==> src/rtl/pipeline_hazard_ctrl.sv <==
// Stall/flush sequencer for the 5-stage RISC-V pipeline.
// Inserts load-use bubbles and freezes the pipeline during data-memory waits.
// Flushes IF/ID on taken branches and keeps saturating stall/flush counters.
module pipeline_hazard_ctrl #(
  parameter int CNT_W       = 32,
  parameter int MEM_TIMEOUT = 64,
  parameter int TO_W        = 7
) (
  input  logic             clk_i,
  input  logic             rst_i,
  input  logic             start_i,
  input  logic [4:0]       IDRS1_i,
  input  logic [4:0]       IDRS2_i,
  input  logic [4:0]       EXRD_i,
  input  logic             EXMemRead_i,
  input  logic             BranchTaken_i,
  input  logic             DMemReq_i,
  input  logic             DMemAck_i,
  output logic             PCWrite_o,
  output logic             IFIDWrite_o,
  output logic             IDEXBubble_o,
  output logic             IFIDFlush_o,
  output logic             StallAll_o,
  output logic             Error_o,
  output logic [CNT_W-1:0] StallCount_o,
  output logic [CNT_W-1:0] FlushCount_o
);

  localparam logic [1:0] S_IDLE     = 2'd0;
  localparam logic [1:0] S_RUN      = 2'd1;
  localparam logic [1:0] S_MEM_WAIT = 2'd2;
  localparam logic [1:0] S_ERROR    = 2'd3;

  logic [1:0]      state, state_nxt;
  logic [TO_W-1:0] to_cnt, to_cnt_nxt;
  logic            load_use;
  logic            active;
  logic            stall_inc;

  // Counters stop at all-ones rather than wrapping.
  function automatic logic [CNT_W-1:0] sat_inc(input logic [CNT_W-1:0] v);
    return (&v) ? v : v + CNT_W'(1);
  endfunction

  // x0 is never a real producer, so a load targeting it cannot cause a hazard.
  assign load_use = EXMemRead_i && (EXRD_i != 5'd0) &&
                    ((EXRD_i == IDRS1_i) || (EXRD_i == IDRS2_i));

  assign active    = (state == S_RUN) || (state == S_MEM_WAIT);
  assign stall_inc = active && (StallAll_o || IDEXBubble_o);
  assign Error_o   = (state == S_ERROR);

  // Mealy outputs and next-state; defaults describe a fully frozen pipeline.
  always_comb begin
    PCWrite_o    = 1'b0;
    IFIDWrite_o  = 1'b0;
    IDEXBubble_o = 1'b0;
    IFIDFlush_o  = 1'b0;
    StallAll_o   = 1'b1;
    state_nxt    = state;
    to_cnt_nxt   = to_cnt;
    case (state)
      S_IDLE: begin
        if (start_i) state_nxt = S_RUN;
      end
      S_RUN, S_MEM_WAIT: begin
        if (state == S_RUN && DMemReq_i && !DMemAck_i) begin
          state_nxt  = S_MEM_WAIT;
          to_cnt_nxt = '0;
        end else if (state == S_MEM_WAIT && !DMemAck_i) begin
          if (to_cnt == TO_W'(MEM_TIMEOUT - 1)) state_nxt = S_ERROR;
          else                                  to_cnt_nxt = to_cnt + TO_W'(1);
        end else begin
          // No memory stall this cycle: resolve load-use, then branch.
          StallAll_o   = 1'b0;
          state_nxt    = S_RUN;
          to_cnt_nxt   = '0;
          PCWrite_o    = !load_use;
          IFIDWrite_o  = !load_use;
          IDEXBubble_o = load_use;
          IFIDFlush_o  = !load_use && BranchTaken_i;
        end
        // Dropping start abandons any outstanding access.
        if (!start_i) begin
          state_nxt  = S_IDLE;
          to_cnt_nxt = '0;
        end
      end
      default: begin
        state_nxt = S_ERROR;
      end
    endcase
  end

  // FSM and timeout counter.
  always_ff @(posedge clk_i or negedge rst_i) begin
    if (!rst_i) begin
      state  <= S_IDLE;
      to_cnt <= '0;
    end else begin
      state  <= state_nxt;
      to_cnt <= to_cnt_nxt;
    end
  end

  // Performance counters; they hold their value while idle.
  always_ff @(posedge clk_i or negedge rst_i) begin
    if (!rst_i) begin
      StallCount_o <= '0;
      FlushCount_o <= '0;
    end else begin
      if (stall_inc)   StallCount_o <= sat_inc(StallCount_o);
      if (IFIDFlush_o) FlushCount_o <= sat_inc(FlushCount_o);
    end
  end

endmodule

==> config.mk <==
export PLATFORM = sky130hd
export DESIGN_NAME = pipeline_hazard_ctrl
export DESIGN_NICKNAME = d
export VERILOG_FILES = /design/src/rtl/pipeline_hazard_ctrl.sv
export SDC_FILE = /design/constraint.sdc
export NUM_CORES = 1
export LEC_CHECK = 0
export CORE_ASPECT_RATIO = 0.75
export CORE_UTILIZATION = 42
export CTS_BUF_LIST = sky130_fd_sc_hd__clkbuf_4 sky130_fd_sc_hd__clkbuf_8
export DETAILED_ROUTE_END_ITERATION = 12
export PLACE_DENSITY = 0.67
export SLEW_MARGIN = 20
export SYNTH_ARGS = -nofsm -noshare
export SYNTH_HDL_FRONTEND = slang
export SYNTH_SLANG_ARGS = --single-unit
==> constraint.sdc <==
create_clock -name clk_i -period 2.6 [get_ports clk_i]
set_clock_uncertainty 0.1 [all_clocks]
set_input_delay 0.52 -clock clk_i [delete_from_list [all_inputs] [get_ports clk_i]]
set_output_delay 0.52 -clock clk_i [all_outputs]
set_load 0.05 [all_outputs]
==> Word level (Yosys, flattened, before mapping) <==
Index checks and enable logic that the tools add are counted.
{ "totals": {"latchBits": 0, "mem_count": 0, "romBits": 0, "output_inout_bits": 70, "regBits": 73, "ramBits": 0} }
{ "op_classes": {"addsub": 3, "eq_ne": 9, "n_div": 0, "shifts": 0, "n_bitwise": 2, "mux": 22, "n_mul": 0, "reduce_logical": 21, "order_cmp": 0} }
{ "ops": {"columns": ["cell", "count"], "rows": [
  ["adder 32 x 1 -> 32 bit (second input constant)", 2],
  ["AND reduction 32 bit", 2],
  ["2-to-1 mux 7 bit", 4],
  ["2-to-1 mux 1 bit", 12],
  ["equality test 5 bit", 2],
  ["2-to-1 mux 2 bit", 5],
  ["AND reduction 2 bit", 4],
  ["adder 7 x 1 -> 7 bit (second input constant)", 1],
  ["equality test 7 x 6 -> 1 bit (second input constant)", 1],
  ["logical AND 1 bit", 7],
  ["inequality test 5 bit (second input constant)", 1],
  ["nonzero test 5 bit", 1],
  ["equality test 2 bit (second input constant)", 2],
  ["inequality test 4 bit (second input constant)", 1],
  ["case mux 2 bit (2 select lines)", 1],
  ["logical OR 1 bit", 3],
  ["equality test 2 x 1 -> 1 bit (second input constant)", 1],
  ["zero test 1 bit", 2],
  ["zero test 2 bit", 1],
  ["inequality test 2 bit (second input constant)", 1],
  ["NOT 1 bit", 2],
  ["OR reduction 2 bit", 1]
]} }

==> Logic depth before layout (Yosys ltp) <==
Gate-level depths: netlist of run 1.
{ "depth": {"depth_word": 9, "mapped_depth": 9, "ltp_nobuf": 8} }

==> Worst setup path after synthesis of run 1 <==
No wires, ideal clock.
{ "synth_timing": {"kind": "flip-flop to output port", "startpoint": "register state[0]", "endpoint": "output PCWrite_o", "n_path_buf": 3, "path_stages_with_launch": 8, "slack_ps": -274, "arrival_time_ps": 2254, "path_cell_list": "dfrtp_1 inv_1 ha_1 clkbuf_1 nand2_1 a21oi_4 buf_2 buf_4"} }
{ "synth_via": {"elab_chain_len": 5} }
{ "synth_lines": {"columns": ["item", "line_no", "source"], "rows": [
  ["from (decl)", "34", "logic [1:0] state, state_nxt;"],
  ["from (signal assigned)", "101", "state <= state_nxt;"],
  ["equality test 2 bit / equality test 2 x 1 -> 1 bit (equally long branches)", null, null],
  ["logical AND 1 bit (on tied branches)", "70, 67", null],
  ["2-to-1 mux 1 bit / logical AND 1 bit (equally long branches)", null, null],
  ["2-to-1 mux 1 bit", null, null],
  ["2-to-1 mux 1 bit *", null, null],
  ["to (decl)", "19", "output logic PCWrite_o,"]
]} }
Every way passes the cells marked *; elsewhere a longest branch is shown, timed or not.

==> Worst setup path after layout of run 1 <==
{ "layout_timing": {"startpoint": "input EXRD_i[1]", "endpoint": "output IFIDWrite_o"} }
{ "layout_via": {"elab_chain_len": 7} }
{ "layout_lines": {"columns": ["item", "line_no", "source"], "rows": [
  ["from (decl)", "14", "input logic [4:0] EXRD_i,"],
  ["equality test 5 bit / nonzero test 5 bit (equally long branches)", "47, 46", null],
  ["logical OR 1 bit / logical AND 1 bit (equally long branches)", "47, 46", null],
  ["logical AND 1 bit *", "46", "assign load_use = EXMemRead_i && (EXRD_i != 5'd0) &&"],
  ["zero test 1 bit *", "79", "IFIDWrite_o = !load_use;"],
  ["2-to-1 mux 1 bit *", "70", "end else if (state == S_MEM_WAIT && !DMemAck_i) begin"],
  ["2-to-1 mux 1 bit *", "67", "if (state == S_RUN && DMemReq_i && !DMemAck_i) begin"],
  ["2-to-1 mux 1 bit *", "62", "case (state)"],
  ["to (decl)", "20", "output logic IFIDWrite_o,"]
]} }
Marks and branches as above.

==> results of run 1 <==
[layout make-up]
| cell class | instances | area [µm²] |
|---|---|---|
| Fill cell | 739 | 3366 |
| Multi-Input combinational cell | 283 | 1944 |
| Sequential cell | 73 | 1827 |
| Timing Repair Buffer | 114 | 1150 |
| Clock buffer | 11 | 145.1 |
| Tap cell | 108 | 135.1 |
| Clock inverter | 5 | 78.83 |
| Inverter | 7 | 26.28 |
[worst paths after layout]
kind,from,end,slack (ns),cells past startpoint
worst max-delay path,EXRD_i[1],IFIDWrite_o,0.04,5
worst min-delay path,rst_i,to_cnt[4],0.06,2
worst max register to register,state[1],StallCount_o[31],0.29,9
worst min register to register,FlushCount_o[31],FlushCount_o[31],0.39,1
max in group asynchronous,rst_i,StallCount_o[28],1.99,2
min in group clk_i,FlushCount_o[31],FlushCount_o[31],0.39,1
[cell usage in the layout (no fill, tap or decap), drive strengths merged, types with 11 or more instances in the layout]
cell,instances
and3,16
nor3,15
xnor2,54
a21oi,12
nand2,35
nand4,27
clkbuf,11
nand3,31
and4,12
xor2,19
clkdlybuf4s50,75
buf,29
nor2,14
dfrtp,73
[cell families after synthesis]
group,after synthesis,share of synthesized area (%)
AO/OA/AOI/OAI,26,4.471
buffers and inverters,18,2.383
XOR/XNOR,73,16.68
flip-flops,73,47.65
adder cells (fa/ha/maj),7,2.284
multiplexers,3,0.8485
AND/OR/NAND/NOR,174,25.69
[flip-flops by register name, indices dropped and copies added (netlist names)]
name,flops
FlushCount_o,32
StallCount_o,32
to_cnt,7
state,2
[power by group through the flow]
stage / combinational, mW / sequential [mW] / clock [mW]
after floorplan: 0.0235 / 1.16 / 0
after global placement: 0.103 / 1.16 / 0
after detailed placement: 0.104 / 1.16 / 0
after CTS: 0.105 / 1.13 / 1.04
after global routing: 0.115 / 1.13 / 1.10
final: 0.105 / 1.13 / 1.01
[cell usage after synthesis (2+ instances only)]
cell	count	area, µm²
a21oi_1	11	55.05
and2_1	5	31.28
and3_1	15	93.84
and4_1	12	105.1
buf_2	4	20.02
buf_6	2	22.52
clkbuf_1	4	15.01
dfrtp_1	73	1827
ha_1	7	87.58
inv_1	7	26.28
mux2_2	2	22.52
nand2_1	35	131.4
nand2b_1	2	12.51
nand3_1	30	150.1
nand4_1	25	156.4
nand4_2	2	25.02
nand4b_1	2	17.52
nor2_1	14	52.55
nor3_1	15	75.07
nor3b_1	2	15.01
nor4_1	5	31.28
o21ai_0	5	25.02
or4_1	2	15.01
xnor2_1	54	473.0
xor2_1	19	166.4
[worst register-to-register path, cell delays in order, from the launching register on]
cell and delay (ns):
dfrtp_1 0.40, inv_1 0.10, ha_1 0.20, a21oi_2 0.07, or2_2 0.31, o221ai_1 0.09, buf_4 0.16, nand4_2 0.23
nor4_1 0.39, xor2_1 0.18
[layer usage]
layer  track usage, %  up-vias  part of all wire [%]
li1                 -     1561                     -
met4            8.364        0                   2.0
met1            30.19     1577                    47
met3            5.487       20                   6.2
met5                0        -                     0
met2            32.92      102                    45
[repair_timing]
action	CTS	global route
pin swaps	3	10
endpoints found under the setup margin	4	4
gates resized for setup	10	8
buffers inserted	2	2
endpoints found under the hold margin	0	0
==> results_dict.tcl, run 1 <==
set metrics [dict create \
    status "complete, but fails checks" \
    violations "DRC" \
    yosys_warnings 0 \
    drive_gt1_share_pct 12.58 \
    core_area_um2 8672 \
    fin_area_um2 5306 \
    start_util_pct 44.21 \
    netSwitchingFraction_pct 21.71 \
    worst-setup-path-type "in2out" \
    critPathRequiredTime_ns 1.98 \
    pwr_density_cell_nw_per_um2 424.1 \
    cp_top_family "simple AND/OR/NAND/NOR gates" \
    ys_types 45 \
    layoutNonFillerInstCount 601 \
    grt-ovfl-total 0 \
    dpl_cell_area_um2 5017 \
    die-area_um2 9518 \
    drv_slew 0 \
    ant_nets 0 \
    nets 517 \
    seq_area_frac_synth_pct 47.65 \
    first_pass_iters 9 \
    arrival_ns 1.94 \
    grt_pass1_vias 3149 \
    p_clk_share_pct 44.9 \
    synth_edf_count 0 \
    cts-root-buf "clkbuf_8" \
    drc 4 \
    hold_violations 0 \
    critPathMaxStageDelay_ns 0.51 \
    cts_buffers 9 \
    synth-seq-cells 73 \
    gp_congestion 0.8721 \
    netlist_instances 374 \
    total_power_mw 2.250 \
    cts_tree "yes" \
    vias_per_cell 5.424 \
    routedWlPerCell_um 16.07 \
    seqPwrFrac_pct 50.4 \
    setup_viol 0 \
    dieWidth_um 112.3 \
    fin_ws_ns 0.04265 \
    synth_area_um2 3834 \
    hold_buffers 0 \
    grt_max_degree 74 \
    min_period_ns 2.557 \
    power.switching_mw 0.4887 \
    drtIter0Drc 179 \
    fmax_mhz 391.0 \
    antenna_found_initial 0 \
    track_usage_pct 21.77 \
    finalWirelength_um 9658 \
    syn-num-nets 403 \
    ir_drop_mv 0.3778 \
    end_kind "output pin" \
    synth_area_per_cell_um2 10.25 \
    path_clk_slew_ns 0.08 \
    internal-power_mw 1.762 \
    area_growth_pct 38.41 \
    vias 3260 \
    cp_slowest_cell "or4_4" \
    setup_tns_ns 0 \
    rows 29 \
    insertedDiodeCount 0 \
    die_h_um 84.74 \
    slew_headroom_pct 63.12 \
    ios 92 \
    clockBufferDepth 2 \
    cp_num_buf_inv 2 \
    tightest_slew_ns 0.5532 \
    clkLatencyLatePin_ns 0.36 \
    htreeDepth 3 \
    crit_path_start_kind "input pin" \
    clock_sinks 73 \
    grt_first_pass_wirelength_um 15960 \
    crit_chain "dlygate4sd2_1 -> or4_4 -> o21a_4 -> a21oi_4 -> buf_12" \
    dp_cells 581 \
    hold_ws_ns 0.05924 \
    final_util_pct 61.19 \
    synthArstFlopShare_pct 100.0 \
    drv_cap 0 \
    portBuffers 91 \
    hold_path.class "in2async" \
    synth_ff_type "dfrtp_1" \
    min_period_over_period_pct 98.36 \
    p_leak_nw 2.298 \
    pre_cts_slack_ns -0.2274 \
    combinationalPowerShare_pct 4.7 \
    path_max_fanout 4 \
    hpwl_um 7078 \
]
Power figures use the tool's default switching activity.
==> inputs of run 2 (changes only) <==
--- a/config.mk
+++ b/config.mk
@@ -6,6 +6,7 @@
 export NUM_CORES = 1
 export LEC_CHECK = 0
 export CORE_ASPECT_RATIO = 0.75
+export CORE_MARGIN = 2
 export CORE_UTILIZATION = 42
 export CTS_BUF_LIST = sky130_fd_sc_hd__clkbuf_4 sky130_fd_sc_hd__clkbuf_8
 export DETAILED_ROUTE_END_ITERATION = 12
==> results_dict.tcl, run 2 (synthesis gave the netlist of run 1 again) <==
set metrics [dict create \
    min_period_over_period_pct 98.19 \
    p_clk_share_pct 40.7 \
    total_power_mw 2.093 \
    start_util_pct 42.73 \
    area_growth_pct 37.43 \
    power.switching_mw 0.4768 \
    vias_per_cell 5.359 \
    cp_slowest_cell "or4_4" \
    vias 3226 \
    gp_congestion 0.8555 \
    r2r_cells 7 \
    pwr_density_cell_nw_per_um2 397.2 \
    htreeDepth 3 \
    cp_num_cells 6 \
    cp_num_buf_inv 3 \
    grt-ovfl-total 0 \
    nFillCells 776 \
    worst-setup-path-type "in2out" \
    top_regs "FlushCount_o x32, StallCount_o x32, to_cnt x7" \
    cp_top_family "simple AND/OR/NAND/NOR gates" \
    grt_pass1_vias 3122 \
    netSwitchingFraction_pct 22.78 \
    ios 92 \
    core_area_um2 8971 \
    min_period_ns 2.553 \
    arrival_ns 1.93 \
    combinationalPowerShare_pct 5.1 \
    end_kind "output pin" \
    grt_max_degree 74 \
    portBuffers 91 \
    tightest_slew_ns 0.5627 \
    hold_buffers 0 \
    die_h_um 86.74 \
    clock_sinks 73 \
    crit_chain "clkdlybuf4s15_2 -> or4_4 -> o21a_4 -> a21oi_2 -> buf_4 -> buf_12" \
    track_usage_pct 20.62 \
    dp_cells 581 \
    finalWirelength_um 9671 \
    hpwl_um 6900 \
    hold_violations 0 \
    drc 0 \
    clkLatencyLatePin_ns 0.35 \
    drv_cap 0 \
    ir_drop_mv 0.3162 \
    drtIter0Drc 201 \
    layoutNonFillerInstCount 602 \
    fmax_mhz 391.7 \
    path_max_fanout 4 \
    critPathRequiredTime_ns 1.98 \
    crit_path_start_kind "input pin" \
    p_leak_nw 2.255 \
    layout_common_cells "clkdlybuf4s50_1, dfrtp_1, xnor2_1, nand2_1, nand3_1" \
    cts-root-buf "clkbuf_8" \
    path_clk_slew_ns 0.07 \
    first_pass_iters 4 \
    drv_slew 0 \
    setup_viol 0 \
    clockBufferDepth 2 \
    cts_buffers 9 \
    slew_headroom_pct 62.49 \
    critPathMaxStageDelay_ns 0.52 \
    grt_first_pass_wirelength_um 15930 \
    hold_ws_ns 0.09538 \
    drive_gt1_share_pct 13.67 \
    seqPwrFrac_pct 54.2 \
    dieWidth_um 114.3 \
    layout_commonest_cell "clkdlybuf4s50_1" \
    hold_path.class "in2async" \
    cts_tree "yes" \
    status "finished clean" \
    nets 515 \
    rows 30 \
    insertedDiodeCount 0 \
    antenna_found_initial 0 \
    die-area_um2 9916 \
    routedWlPerCell_um 16.06 \
    internal-power_mw 1.616 \
    ant_nets 0 \
]
[run 2: layer usage]
metal	up-vias	GRT usage, %	routed length, µm
met5	-	0	0
met2	100	30.74	4383
met4	0	4.878	99
met1	1560	29.58	4601
met3	12	6.294	586
li1	1554	-	-
[run 2: timing repair]
item,4_1_cts,5_1_grt
pin swaps,4,10
endpoints found under the setup margin,4,4
buffers inserted,2,4
cloned,0,0
resized for setup,14,12
[run 2: final timing paths]
check,start,endpoint,slack [ns]
hold reg to reg,FlushCount_o[21],FlushCount_o[21],0.40
max in group asynchronous,rst_i,FlushCount_o[28],2.00
setup / recovery,EXRD_i[2],IFIDFlush_o,0.05
hold / removal,rst_i,FlushCount_o[2],0.1
min in group clk_i,FlushCount_o[21],FlushCount_o[21],0.40
setup reg to reg,FlushCount_o[0],FlushCount_o[23],0.28
[run 2: power by group through the flow]
stage | registers, mW | clock network, mW | logic [mW]
floorplan | 1.16 | 0 | 0.0235
global placement | 1.16 | 0 | 0.101
detailed placement | 1.16 | 0 | 0.102
CTS | 1.13 | 0.880 | 0.107
global route | 1.13 | 0.922 | 0.118
finish | 1.13 | 0.851 | 0.108
[run 2: area by class of cell]
| class | count | area, µm² | area share, % |
|---|---|---|---|
| clock buffers | 13 | 172.7 | 3.277 |
| clock inverters | 2 | 12.51 | 0.2375 |
| inverters | 7 | 26.28 | 0.4987 |
| multi-input cells | 283 | 1962 | 37.24 |
| flip-flops and latches | 73 | 1827 | 34.67 |
| well taps | 112 | 140.1 | 2.660 |
| repair buffers | 112 | 1129 | 21.42 |
[run 2: stage by stage]
stage / TNS [ns] / util [%] / cell area [µm²] / worst slack (ns)
2_1_floorplan: 0 / - / 3839 / 0.03146
3_3_place_gp: -9.410 / 55.65 / 4992 / -0.2539
3_5_place_dp: -10.88 / 55.65 / 4992 / -0.2717
4_1_cts: 0 / 58.17 / 5219 / 0.01280
5_1_grt: -0.02032 / 58.73 / 5269 / -0.01709
6_report: 0 / 58.73 / 5269 / 0.04717
